`config.mk`:
```
export PLATFORM = sky130hd
export DESIGN_NAME = axil_reg_slave
export DESIGN_NICKNAME = d
export VERILOG_FILES = /design/src/rtl/axil_reg_pkg.sv /design/src/rtl/axil_strb_merge.sv /design/src/rtl/axil_reg_slave.sv
export SDC_FILE = /design/constraint.sdc
export NUM_CORES = 1
export LEC_CHECK = 0
export ABC_AREA = 1
export BUFFER_PORTS_ARGS = -buffer_cell sky130_fd_sc_hd__buf_4
export CELL_PAD_IN_SITES_DETAIL_PLACEMENT = 0
export CELL_PAD_IN_SITES_GLOBAL_PLACEMENT = 1
export CORE_MARGIN = 2
export CORE_UTILIZATION = 36
export DETAILED_ROUTE_END_ITERATION = 10
export PLACE_DENSITY = 0.79
export REMOVE_ABC_BUFFERS = 1
export SYNTH_ARGS = -nofsm -noshare
export SYNTH_HDL_FRONTEND = slang
export SYNTH_SLANG_ARGS = --single-unit
```
`constraint.sdc`:
```
create_clock -name clk -period 10.25 [get_ports clk]
set_input_delay 0.5125 -clock clk [delete_from_list [all_inputs] [get_ports clk]]
set_output_delay 0.5125 -clock clk [all_outputs]
set_load 0.01 [all_outputs]
```
`src/rtl/axil_reg_pkg.sv`:
```
// -----------------------------------------------------------------------------
// axil_reg_pkg
// Shared definitions for the AXI4-Lite register responder:
//   - AXI response codes (RESP_OKAY, RESP_SLVERR)
//   - write-side and read-side FSM state typedefs
//   - default identification word returned at word index 0
//   - resp_code(): maps an error flag onto an AXI response code
// -----------------------------------------------------------------------------
package axil_reg_pkg;

  localparam logic [1:0]  RESP_OKAY   = 2'b00;
  localparam logic [1:0]  RESP_SLVERR = 2'b10;

  localparam logic [31:0] ID_DEFAULT  = 32'hD1C1_0001;
  localparam int          DATA_BYTES  = 4;

  typedef enum logic [1:0] {
    WR_ACCEPT = 2'd0,
    WR_COMMIT = 2'd1,
    WR_RESP   = 2'd2
  } wr_state_t;

  typedef enum logic {
    RD_IDLE = 1'b0,
    RD_RESP = 1'b1
  } rd_state_t;

  function automatic logic [1:0] resp_code(input logic err);
    return err ? RESP_SLVERR : RESP_OKAY;
  endfunction

endpackage

```
`src/rtl/axil_strb_merge.sv`:
```
// -----------------------------------------------------------------------------
// axil_strb_merge
// Combinational byte-lane merge: each byte of the result comes from i_new
// where the matching strobe bit is set, otherwise from i_old.
// Ports:
//   i_old    [31:0]  current register contents
//   i_new    [31:0]  incoming write data
//   i_strb   [3:0]   byte-lane enables
//   o_merged [31:0]  merged word
// -----------------------------------------------------------------------------
module axil_strb_merge
  import axil_reg_pkg::*;
(
  input  logic [31:0] i_old,
  input  logic [31:0] i_new,
  input  logic [3:0]  i_strb,
  output logic [31:0] o_merged
);

  always_comb begin
    o_merged = i_old;
    for (int b = 0; b < DATA_BYTES; b++) begin
      if (i_strb[b]) begin
        o_merged[8*b +: 8] = i_new[8*b +: 8];
      end
    end
  end

endmodule

```
`src/rtl/axil_reg_slave.sv`:
```
// -----------------------------------------------------------------------------
// axil_reg_slave
// AXI4-Lite responder for a bank of NREG 32-bit read/write registers plus a
// read-only ID word at word index 0. One outstanding transaction per
// direction; read and write sides are independent.
//
// Handshake rule: a transfer happens on a rising clk edge where the channel's
// valid and ready are both high. Every ready/valid output here is a flop, so
// no input valid reaches a ready output combinationally.
//
// Address map (word index = addr[ADDR_W-1:2], addr[1:0] ignored):
//   0          ID word (ID_VALUE), writes ignored
//   1..NREG    register index-1
//   > NREG     out of range: reads return 0, writes ignored
//
// Optional build macro AXIL_REG_SLVERR_EN: when defined, out-of-range
// accesses and writes to the ID word answer SLVERR; otherwise every
// response is OKAY.
//
// Ports:
//   clk, rst                     clock, async active-high reset
//   s_axi_aw*/w*/b*              AXI4-Lite write channels
//   s_axi_ar*/r*                 AXI4-Lite read channels
//   reg_out [NREG*32-1:0]        register k at bits [32k+31:32k]
//   wr_pulse [NREG-1:0]          one-cycle pulse per committed register write
// -----------------------------------------------------------------------------
module axil_reg_slave
  import axil_reg_pkg::*;
#(
  parameter int          NREG     = 8,
  parameter int          ADDR_W   = 16,
  parameter logic [31:0] ID_VALUE = ID_DEFAULT
) (
  input  logic                clk,
  input  logic                rst,

  input  logic [ADDR_W-1:0]   s_axi_awaddr,
  input  logic [2:0]          s_axi_awprot,
  input  logic                s_axi_awvalid,
  output logic                s_axi_awready,
  input  logic [31:0]         s_axi_wdata,
  input  logic [3:0]          s_axi_wstrb,
  input  logic                s_axi_wvalid,
  output logic                s_axi_wready,
  output logic [1:0]          s_axi_bresp,
  output logic                s_axi_bvalid,
  input  logic                s_axi_bready,

  input  logic [ADDR_W-1:0]   s_axi_araddr,
  input  logic [2:0]          s_axi_arprot,
  input  logic                s_axi_arvalid,
  output logic                s_axi_arready,
  output logic [31:0]         s_axi_rdata,
  output logic [1:0]          s_axi_rresp,
  output logic                s_axi_rvalid,
  input  logic                s_axi_rready,

  output logic [NREG*32-1:0]  reg_out,
  output logic [NREG-1:0]     wr_pulse
);

  localparam int IDX_W  = (NREG > 1) ? $clog2(NREG) : 1;
  localparam int WIDX_W = ADDR_W - 2;
  localparam logic [WIDX_W-1:0] LAST_IDX = WIDX_W'(NREG);

  // ---------------------------------------------------------------------------
  // State
  // ---------------------------------------------------------------------------
  logic [31:0]       r_regs [NREG];
  logic [NREG-1:0]   r_wr_pulse;

  wr_state_t         r_wr_state;
  logic              r_awready;
  logic              r_wready;
  logic              r_aw_held;
  logic              r_w_held;
  logic [WIDX_W-1:0] r_aw_idx;
  logic [31:0]       r_wdata;
  logic [3:0]        r_wstrb;
  logic              r_bvalid;
  logic [1:0]        r_bresp;

  rd_state_t         r_rd_state;
  logic              r_arready;
  logic              r_rvalid;
  logic [31:0]       r_rdata;
  logic [1:0]        r_rresp;

  // ---------------------------------------------------------------------------
  // Write path
  // ---------------------------------------------------------------------------
  logic              w_aw_hs;
  logic              w_w_hs;
  logic              w_commit;
  logic [WIDX_W-1:0] w_aw_idx_eff;
  logic [31:0]       w_wdata_eff;
  logic [3:0]        w_wstrb_eff;
  logic              w_wr_in_range;
  logic [WIDX_W-1:0] w_wr_off;
  logic [IDX_W-1:0]  w_wr_sel;
  logic [31:0]       w_merged;
  logic [1:0]        w_bresp_next;

  assign w_aw_hs = s_axi_awvalid && r_awready;
  assign w_w_hs  = s_axi_wvalid  && r_wready;

  // The commit is taken on the edge that completes the second of AW/W, so the
  // half arriving on that edge is used straight from the bus.
  assign w_aw_idx_eff = r_aw_held ? r_aw_idx : s_axi_awaddr[ADDR_W-1:2];
  assign w_wdata_eff  = r_w_held  ? r_wdata  : s_axi_wdata;
  assign w_wstrb_eff  = r_w_held  ? r_wstrb  : s_axi_wstrb;

  assign w_commit = (r_wr_state == WR_ACCEPT) &&
                    (r_aw_held || w_aw_hs) && (r_w_held || w_w_hs);

  assign w_wr_in_range = (w_aw_idx_eff != '0) && (w_aw_idx_eff <= LAST_IDX);
  assign w_wr_off      = w_aw_idx_eff - WIDX_W'(1);
  assign w_wr_sel      = w_wr_off[IDX_W-1:0];

  axil_strb_merge u_strb_merge (
    .i_old    (r_regs[w_wr_sel]),
    .i_new    (w_wdata_eff),
    .i_strb   (w_wstrb_eff),
    .o_merged (w_merged)
  );

`ifdef AXIL_REG_SLVERR_EN
  // ID word (index 0) and out-of-range indices are both outside 1..NREG.
  assign w_bresp_next = resp_code(!w_wr_in_range);
`else
  assign w_bresp_next = RESP_OKAY;
`endif

  always_ff @(posedge clk or posedge rst) begin
    if (rst) begin
      r_wr_state <= WR_ACCEPT;
      r_awready  <= 1'b0;
      r_wready   <= 1'b0;
      r_aw_held  <= 1'b0;
      r_w_held   <= 1'b0;
      r_aw_idx   <= '0;
      r_wdata    <= '0;
      r_wstrb    <= '0;
      r_bvalid   <= 1'b0;
      r_bresp    <= RESP_OKAY;
    end else begin
      case (r_wr_state)
        WR_ACCEPT: begin
          if (w_commit) begin
            r_wr_state <= WR_COMMIT;
            r_awready  <= 1'b0;
            r_wready   <= 1'b0;
            r_aw_held  <= 1'b0;
            r_w_held   <= 1'b0;
            r_bresp    <= w_bresp_next;
          end else begin
            // Each half is captured on its own; ready rises again only for a
            // side that is not yet holding a beat (also covers reset exit).
            if (w_aw_hs) begin
              r_aw_held <= 1'b1;
              r_aw_idx  <= s_axi_awaddr[ADDR_W-1:2];
              r_awready <= 1'b0;
            end else if (!r_aw_held) begin
              r_awready <= 1'b1;
            end
            if (w_w_hs) begin
              r_w_held  <= 1'b1;
              r_wdata   <= s_axi_wdata;
              r_wstrb   <= s_axi_wstrb;
              r_wready  <= 1'b0;
            end else if (!r_w_held) begin
              r_wready  <= 1'b1;
            end
          end
        end
        WR_COMMIT: begin
          r_wr_state <= WR_RESP;
          r_bvalid   <= 1'b1;
        end
        WR_RESP: begin
          if (s_axi_bready) begin
            r_wr_state <= WR_ACCEPT;
            r_bvalid   <= 1'b0;
            r_bresp    <= RESP_OKAY;
            r_awready  <= 1'b1;
            r_wready   <= 1'b1;
          end
        end
        default: begin
          r_wr_state <= WR_ACCEPT;
        end
      endcase
    end
  end

  // Register bank: new value and wr_pulse appear together in the cycle after
  // the completing handshake.
  always_ff @(posedge clk or posedge rst) begin
    if (rst) begin
      for (int k = 0; k < NREG; k++) begin
        r_regs[k] <= '0;
      end
      r_wr_pulse <= '0;
    end else begin
      r_wr_pulse <= '0;
      if (w_commit && w_wr_in_range) begin
        r_regs[w_wr_sel]     <= w_merged;
        r_wr_pulse[w_wr_sel] <= 1'b1;
      end
    end
  end

  // ---------------------------------------------------------------------------
  // Read path
  // ---------------------------------------------------------------------------
  logic              w_ar_hs;
  logic [WIDX_W-1:0] w_ar_idx;
  logic [WIDX_W-1:0] w_rd_off;
  logic [IDX_W-1:0]  w_rd_sel;
  logic              w_rd_in_range;
  logic [31:0]       w_rd_value;
  logic [1:0]        w_rresp_next;

  assign w_ar_hs       = s_axi_arvalid && r_arready;
  assign w_ar_idx      = s_axi_araddr[ADDR_W-1:2];
  assign w_rd_off      = w_ar_idx - WIDX_W'(1);
  assign w_rd_sel      = w_rd_off[IDX_W-1:0];
  assign w_rd_in_range = (w_ar_idx != '0) && (w_ar_idx <= LAST_IDX);

  // Sampled from the flops before any same-edge write lands, so a read
  // racing a commit to the same register sees the old value.
  always_comb begin
    w_rd_value = '0;
    if (w_ar_idx == '0) begin
      w_rd_value = ID_VALUE;
    end else if (w_rd_in_range) begin
      w_rd_value = r_regs[w_rd_sel];
    end
  end

`ifdef AXIL_REG_SLVERR_EN
  assign w_rresp_next = resp_code(w_ar_idx > LAST_IDX);
`else
  assign w_rresp_next = RESP_OKAY;
`endif

  always_ff @(posedge clk or posedge rst) begin
    if (rst) begin
      r_rd_state <= RD_IDLE;
      r_arready  <= 1'b0;
      r_rvalid   <= 1'b0;
      r_rdata    <= '0;
      r_rresp    <= RESP_OKAY;
    end else begin
      case (r_rd_state)
        RD_IDLE: begin
          if (w_ar_hs) begin
            r_rd_state <= RD_RESP;
            r_arready  <= 1'b0;
            r_rvalid   <= 1'b1;
            r_rdata    <= w_rd_value;
            r_rresp    <= w_rresp_next;
          end else begin
            r_arready  <= 1'b1;
          end
        end
        RD_RESP: begin
          if (s_axi_rready) begin
            r_rd_state <= RD_IDLE;
            r_rvalid   <= 1'b0;
            r_arready  <= 1'b1;
          end
        end
        default: begin
          r_rd_state <= RD_IDLE;
        end
      endcase
    end
  end

  // ---------------------------------------------------------------------------
  // Outputs
  // ---------------------------------------------------------------------------
  assign s_axi_awready = r_awready;
  assign s_axi_wready  = r_wready;
  assign s_axi_bvalid  = r_bvalid;
  assign s_axi_bresp   = r_bresp;
  assign s_axi_arready = r_arready;
  assign s_axi_rvalid  = r_rvalid;
  assign s_axi_rdata   = r_rdata;
  assign s_axi_rresp   = r_rresp;
  assign wr_pulse      = r_wr_pulse;

  for (genvar k = 0; k < NREG; k++) begin : g_reg_out
    assign reg_out[32*k +: 32] = r_regs[k];
  end

  // Protection bits and byte offset carry no meaning for this register bank.
  logic w_unused;
  assign w_unused = ^{s_axi_awprot, s_axi_arprot, s_axi_awaddr[1:0],
                      s_axi_araddr[1:0], w_wr_off, w_rd_off};

endmodule

```
==> out/metrics.cfg, run 1 <==
[run_status]
status = finished clean

[pwr]
p_comb_frac = 0.378
power_mw = 5.27
clkPwrFrac = 0.309
internal_power_mw = 2.96
ir_drop_mv = 0.232
leakage_nw = 13.7
power_density_nw_per_um2 = 214
seqPwrFrac = 0.313
swShare = 0.438
p_switching_mw = 2.31

[synth]
synth-seq-area-share = 0.444
postSynthAreaPerCell_sq_um = 6.83
synthCells = 2942
yosysWarnings = 0
yosys.area.top_type = dfrtp_1
synth_edf_count = 0
ys.flop_type = dfrtp_1
ys_types = 37
synth_top_cell_area_share = 0.444
synth_seq_cells = 356
synth_area_leaders = dfrtp_1 (44%), nand2_1 (28%), nand3_1 (6.3%)
synth_common_cells = nand2_1 (1509), dfrtp_1 (356), nand3_1 (252), o21ai_0 (191), inv_1 (135)
netlist_area_sq_um = 20100
yosysMostFrequentCell = nand2_1
async_reset_ff_frac = 1.00

[global_routing]
grt_max_degree = 93
gr-total-overflow = 0
grt_pass1_wl_mm = 127
first_global_vias = 20000
grt_antenna_before_repair = 1
grt_util_all_layers = 0.298

[worst_setup_path]
critPathKind = flop to flop
r2r_cells = 12
required_ns = 10.70
r2r-end = reg_out[84]
reg2reg_slack_ns = 4.08
critPathMaxFanout = 69
cp_data_arrival_time_ns = 6.61
r2r-start = r_aw_held
crit_path_end_kind = flop
start_kind = flop

[cts]
cts_repair_resize_count = 0
cts_buffers = 44
clock_latency_ns = 0.58
htreeDepth = 2
cts_setup_buffers = 0
tritoncts = done
cts.clk_slew.worst_paths_ns = 0.06
cts.sink_count = 356
hold_buffers = 0
clockBufferDepth = 3
clock-root-buffer = clkbuf_16

[route]
detail-route-antenna-nets = 0
drc = 0
initialDrtViolationCount = 2302
viasPerCell = 5.33
drt_first_pass_iters = 6
wl_per_cell_microns = 21.8
wl_mm = 86.8
dr_total_vias = 21200

[die]
io_pins = 386
fp.coreArea_sq_um = 55100
die_h_microns = 240
start_util = 0.364
rows = 86
dieArea_sq_um = 57700
die_w_microns = 240

[sta]
slew_headroom = 0.210
rsz0062_at_grt = no
hold_viol = 0
worst_pin_slew_ns = 1.19
drv_slew = 0
fin_setup_tns_ns = 0
fin_crit_sh = 0.602
setup_violations = 0
skew_ns = 0.0213
max_freq_mhz = 162
period_needed_ns = 6.17

[place]
hpwl_mm = 48.5
gp_congestion = 0.834
numPortBuffers = 371

[worst_hold_path]
hp-class = input port to asynchronous set/reset pin

[flow_run]
maxCapViolCount = 0

[layout]
layout.nets = 3280
drive_above_1_share = 0.167
syn_to_final_growth_pct = 22.5
diodes = 0

cell families (layout without fill, tap and decap cells):
family,after synthesis,count (layout),synth area share
other cells,1,4,0.000187
simple gates,1902,1902,0.382
flops,356,356,0.444
fa+ha+maj,3,3,0.00187
compound gates,339,339,0.0914
buf+inv,338,623,0.0786
xor+xnor,3,3,0.00206
metal layers:
| layer | vias up | GRT usage | share of wire |
|---|---|---|---|
| met2 | 1109 | 0.461 | 0.45 |
| li1 | 9775 | - | - |
| met4 | 2 | 0.121 | 0.038 |
| met5 | - | 0 | 0.000092 |
| met3 | 225 | 0.0712 | 0.10 |
| met1 | 10100 | 0.400 | 0.42 |
worst max path at each step:
stage,startpoint,end,cells past startpoint
after CTS,r_aw_held,reg_out[84],12
after floorplan,rst,r_aw_held,1
after global routing,r_aw_held,reg_out[75],12
after global placement,r_aw_held,reg_out[77],12
after detailed placement,r_aw_held,reg_out[84],12
final,r_aw_held,reg_out[84],12
layout by cell type, fill, tap and decap left out, drive strengths merged:
cell type	instances
a211oi	1
dfrtp	356
ha	3
xnor2	2
conb	4
o211ai	2
xor2	1
nand2	1531
o221ai	15
a22oi	24
nand4	1
clkbuf	66
or2	1
bufinv	3
clkinvlp	1
inv	142
nor2	106
nor3	2
o21ai	216
buf	394
nand3	261
clkinv	17
a21oi	81
worst max-delay path: stages (launching register included):
cell      delay (ns)
dfrtp_1         0.65
nand2_4         0.59
nand2_4         0.22
buf_4           0.83
inv_2           0.32
ha_1            0.42
xnor2_4         0.19
buf_4           0.57
nor2_2          0.15
nand3_4         0.63
clkinv_2        0.98
nand2_1         0.29
nand2_1         0.08
flip-flops by register name (all words and copies together) (netlist names), 2 cells and up:
signal       count
reg_out        256
r_aw_idx        14
r_wr_state       2
r_wstrb          4
wr_pulse         8
s_axi_rdata     32
r_wdata         32
cell type report:
cell class	instances	area, sq um
inverter	149	589
timing repair buffer	394	2960
tap	748	936
sequential	356	8910
fill	5648	30500
clock buffer	66	1360
multi-input combinational	2251	9700
clock inverter	14	148
through the flow:
step / setup WS, ns / util / hold WS (ns) / instance area, sq um / cells
3_3_place_gp: 4.28 / 0.419 / 0.428 / 23100 / 3898
6_report: 4.08 / 0.446 / 0.0199 / 24600 / 3978
5_1_grt: 3.92 / 0.446 / 0.0540 / 24600 / 3978
4_1_cts: 4.13 / 0.446 / 0.0347 / 24600 / 3978
3_5_place_dp: 4.15 / 0.419 / 0.447 / 23100 / 3898
2_1_floorplan: -0.139 / - / 0.417 / 19100 / 2756
power by group through the flow:
| stage | clock network [mW] | registers, mW | logic [mW] |
|---|---|---|---|
| 4_1_cts | 1.65 | 1.65 | 1.98 |
| 2_1_floorplan | 0 | 1.67 | 1.12 |
| 3_5_place_dp | 0 | 1.67 | 1.97 |
| 6_report | 1.63 | 1.65 | 1.99 |
| 5_1_grt | 1.71 | 1.67 | 2.16 |
| 3_3_place_gp | 0 | 1.66 | 1.94 |
Note: power is estimated with default switching activity, not from simulation.
==> run 2: changes to the inputs <==
- CORE_UTILIZATION: 36 -> 40
- PLACE_DENSITY: 0.79 -> 0.83
- clock period: 10.25 -> 6 ns (I/O delays scaled with it)
==> out/metrics.cfg, run 2 (synthesized netlist as in run 1, its figures left out) <==
[sta]
hold_slack_ns = 0.0215
max_freq_mhz = 206
setup_violations = 0
drv_slew = 0
fin_crit_sh = 0.809
rsz0062_at_grt = no
period_needed_ns = 4.86
worst_pin_slew_ns = 1.15
hold_viol = 0
skew_ns = 0.0127
layout_setup_ws_ns = 1.14
fin_setup_tns_ns = 0
slew_headroom = 0.236

[global_routing]
grt_max_degree = 165
grt_pass1_wl_mm = 128
gr-total-overflow = 0
grt_antenna_before_repair = 0
grt_util_all_layers = 0.323
first_global_vias = 20100

[route]
drt_first_pass_iters = 6
viasPerCell = 5.46
wl_per_cell_microns = 22.0
initialDrtViolationCount = 2305
drc = 0
detail-route-antenna-nets = 0
dr_total_vias = 21400
wl_mm = 86.0

[layout]
layout.nets = 3302
final_common_cell = nand2_1
syn_to_final_growth_pct = 22.1
final_cell_mix = nand2_1 (1502), buf_4 (392), dfrtp_1 (355)
drive_above_1_share = 0.160
diodes = 0
n_fill_cell = 5086
largest_reg_flops = 256

[worst_setup_path]
start_kind = flop
crit_path_end_kind = flop
cp_data_arrival_time_ns = 5.36
crit_start = r_aw_held
r2r_cells = 11
required_ns = 6.51
critPathKind = flop to flop
r2r-end = reg_out[58]
r2r-start = r_aw_held
critPathMaxFanout = 43
reg2reg_slack_ns = 1.14

[place]
post-place-ws_ns = 1.23
hpwl_mm = 48.2
gp_congestion = 0.827
numPortBuffers = 371

[cts]
clock-root-buffer = clkbuf_16
cts_buffers = 43
clockBufferDepth = 3
cts.sink_count = 356
hold_buffers = 24
htreeDepth = 2
cts_setup_buffers = 0
tritoncts = done
cts.clk_slew.worst_paths_ns = 0.06
clock_latency_ns = 0.58
cts_repair_resize_count = 0

[pwr]
leakage_nw = 13.6
power_mw = 8.78
ir_drop_mv = 0.280
power_density_nw_per_um2 = 358

[die]
io_pins = 386
die_h_microns = 228
die_w_microns = 228
dieArea_sq_um = 52000
rows = 82
fp.coreArea_sq_um = 49900
start_util = 0.403

[run_status]
status = finished clean

[worst_hold_path]
hp-class = input port to flop
hold_depth = 3
holdPathEnd = r_wdata[19]
min-delay-start = s_axi_wdata[19]

[flow_run]
maxCapViolCount = 0

==> run 2: worst max path at each step <==
stage	endpoint	slack [ns]
after global routing	reg_out[46]	0.94
after detailed placement	reg_out[59]	1.23
after floorplan	r_aw_held	-4.18
final	reg_out[58]	1.14
after CTS	reg_out[59]	1.17
after global placement	reg_out[42]	1.26
==> run 2: per-stage QoR <==
| stage | std cells | util | cell area (sq um) |
|---|---|---|---|
| floorplan | 2756 | - | 19100 |
| global placement | 3821 | 0.461 | 23000 |
| detailed placement | 3821 | 0.461 | 23000 |
| CTS | 3913 | 0.492 | 24500 |
| global route | 3913 | 0.492 | 24500 |
| finish | 3913 | 0.492 | 24500 |
==> run 2: critical path, stage by stage (launching register included) <==
cell      delay, ns
dfrtp_1        0.55
inv_4          0.23
nand2_4        0.07
nand2_4        0.28
inv_2          0.20
ha_4           0.74
clkinv_2       0.47
nor2_2         0.34
nand3_4        0.63
clkinv_2       0.96
nand2_1        0.12
nand2_1        0.10
==> run 2: where the power goes <==
| part | leakage, nW | internal, mW | switching, mW |
|---|---|---|---|
| Combinational | 8.16 | 0.765 | 2.71 |
| Clock | 0.623 | 1.43 | 1.06 |
| Sequential | 4.86 | 2.63 | 0.186 |
==> run 2: final cells by class <==
type | instances | area [sq um] | area share
multi-input combinational | 2251 | 9700 | 0.396
clock buffer | 66 | 1260 | 0.0516
timing repair buffer | 417 | 3200 | 0.131
tap | 672 | 841 | 0.0343
clock inverter | 2 | 10.0 | 0.000408
inverter | 149 | 589 | 0.0240
sequential | 356 | 8910 | 0.363
==> run 2: metal layers <==
metal,global-route usage,up-vias,part of all wire
met5,0,-,0
met4,0.143,0,0.046
met3,0.0773,241,0.10
met2,0.503,1177,0.45
met1,0.428,10100,0.40
li1,-,9795,-
==> run 3: changes to the inputs <==
- CORE_UTILIZATION: 40 -> 36
- PLACE_DENSITY: 0.83 -> 0.79
- clock period: 6 -> 3.9 ns (I/O delays scaled with it)
==> out/metrics.cfg, run 3 (synthesized netlist as in run 1, its figures left out) <==
[layout]
diodes = 0
final_cells = 4046
final_cell_mix = nand2_1 (1502), buf_4 (405), dfrtp_1 (355)
largest_reg_flops = 256
final_common_cell = nand2_1
syn_to_final_growth_pct = 26.1
n_fill_cell = 5695
drive_above_1_share = 0.166
layout.nets = 3349

[cts]
cts_buffers = 42
cts.sink_count = 356
clock_latency_ns = 0.59
clockBufferDepth = 3
cts.clk_slew.worst_paths_ns = 0.06
tritoncts = done
htreeDepth = 2
clock-root-buffer = clkbuf_16

[route]
viasPerCell = 5.32
detail-route-antenna-nets = 0
drt_first_pass_iters = 6
wl_mm = 88.4
dr_total_vias = 21500
wl_per_cell_microns = 21.8
initialDrtViolationCount = 2024
drc = 0

[worst_hold_path]
hold_depth = 5
hp-class = input port to flop

[sta]
layout_setup_ws_ns = 0.417
max_freq_mhz = 287
hold_viol = 0
period_needed_ns = 3.48
slew_headroom = 0.236
worst_pin_slew_ns = 1.15
skew_ns = 0.0183
fin_crit_sh = 0.893
drv_slew = 0
rsz0062_at_grt = no
setup_violations = 0
hold_slack_ns = 0.0420

[place]
post-place-ws_ns = 0.454
numPortBuffers = 371
gp_congestion = 0.823
dp_cells = 3916
hpwl_mm = 51.7

[pwr]
power_mw = 14.1
ir_drop_mv = 0.700
leakage_nw = 14.0
power_density_nw_per_um2 = 555

[global_routing]
grt_max_degree = 130
grt_antenna_before_repair = 0
first_global_vias = 20300
gr-total-overflow = 0
grt_util_all_layers = 0.302
grt_pass1_wl_mm = 130

[die]
die_h_microns = 240
rows = 86
die_w_microns = 240
io_pins = 386
start_util = 0.364
dieArea_sq_um = 57700
fp.coreArea_sq_um = 55100

[worst_setup_path]
crit_path_end_kind = flop
crit_chain = inv_4 > o21ai_0 > ha_1 > xor2_4 > buf_4 > nor2_1 > nand3_4 > inv_4 > nand2_1 > nand2_1
slowest_delay_ns = 0.61
reg2reg_slack_ns = 0.42
r2r_cells = 10
critPathMaxFanout = 33
slowest_stage = dfrtp_1
critPathKind = flop to flop
cp_data_arrival_time_ns = 4.00
start_kind = flop
required_ns = 4.41

[flow_run]
maxCapViolCount = 0

[run_status]
status = finished clean

-- run 3: cell count changes in the layout (fill, tap and decap cells not counted), sizes merged --
cell	change
dlygate4sd3	+29
buf	+19
bufinv	+5
clkinv	+3
clkinvlp	+1
-- run 3: report_power, final --
group | total [mW] | switching (mW) | internal, mW
clock network | 4.30 | 1.69 | 2.61
logic | 5.42 | 4.17 | 1.25
registers | 4.34 | 0.295 | 4.05
total | 14.1 | 6.16 | 7.90
-- run 3: metrics by stage --
stage | setup TNS [ns] | utilization | area [sq um]
2_1_floorplan | -3379.04 | - | 19100
3_3_place_gp | 0 | 0.423 | 23300
3_5_place_dp | 0 | 0.423 | 23300
4_1_cts | 0 | 0.460 | 25300
5_1_grt | 0 | 0.460 | 25300
6_report | 0 | 0.460 | 25300
-- run 3: final cells by class --
type,instances,area (sq um),area share
sequential,356,8910,0.352
inverter,149,589,0.0233
tap,748,936,0.0370
clock buffer,66,1290,0.0511
timing repair buffer,465,3710,0.147
multi-input combinational,2251,9700,0.383
clock inverter,11,183,0.00721
-- run 3: final timing paths --
path	start	end
max in group asynchronous	rst	reg_out[93]
max reg2reg	r_aw_held	reg_out[245]
min reg2reg	r_rd_state	s_axi_rvalid
min	s_axi_wvalid	s_axi_wready
min in group asynchronous	rst	s_axi_rdata[6]
max	r_aw_held	reg_out[245]
-- run 3: metal layers --
layer | vias to the layer above | track usage | wire, microns
li1 | 9898 | - | -
met4 | 0 | 0.111 | 2930
met2 | 1103 | 0.481 | 40600
met3 | 184 | 0.0613 | 8160
met5 | - | 0 | 0
met1 | 10300 | 0.406 | 36700
-- run 3: worst max-delay path: cells and delay by family (launching register included) --
| family | cells | cell delay, ns |
|---|---|---|
| AO/OA/AOI/OAI | 1 | 0.48 |
| adder cells (fa/ha/maj) | 1 | 0.47 |
| buffers and inverters | 3 | 0.91 |
| XOR/XNOR | 1 | 0.13 |
| flip-flops | 1 | 0.61 |
| AND/OR/NAND/NOR | 4 | 0.78 |
-- run 3: timing repair --
item,CTS,global route
hold endpoints to repair,177,0
hold buffers,53,0
setup buffers,0,0
resized for setup,0,0
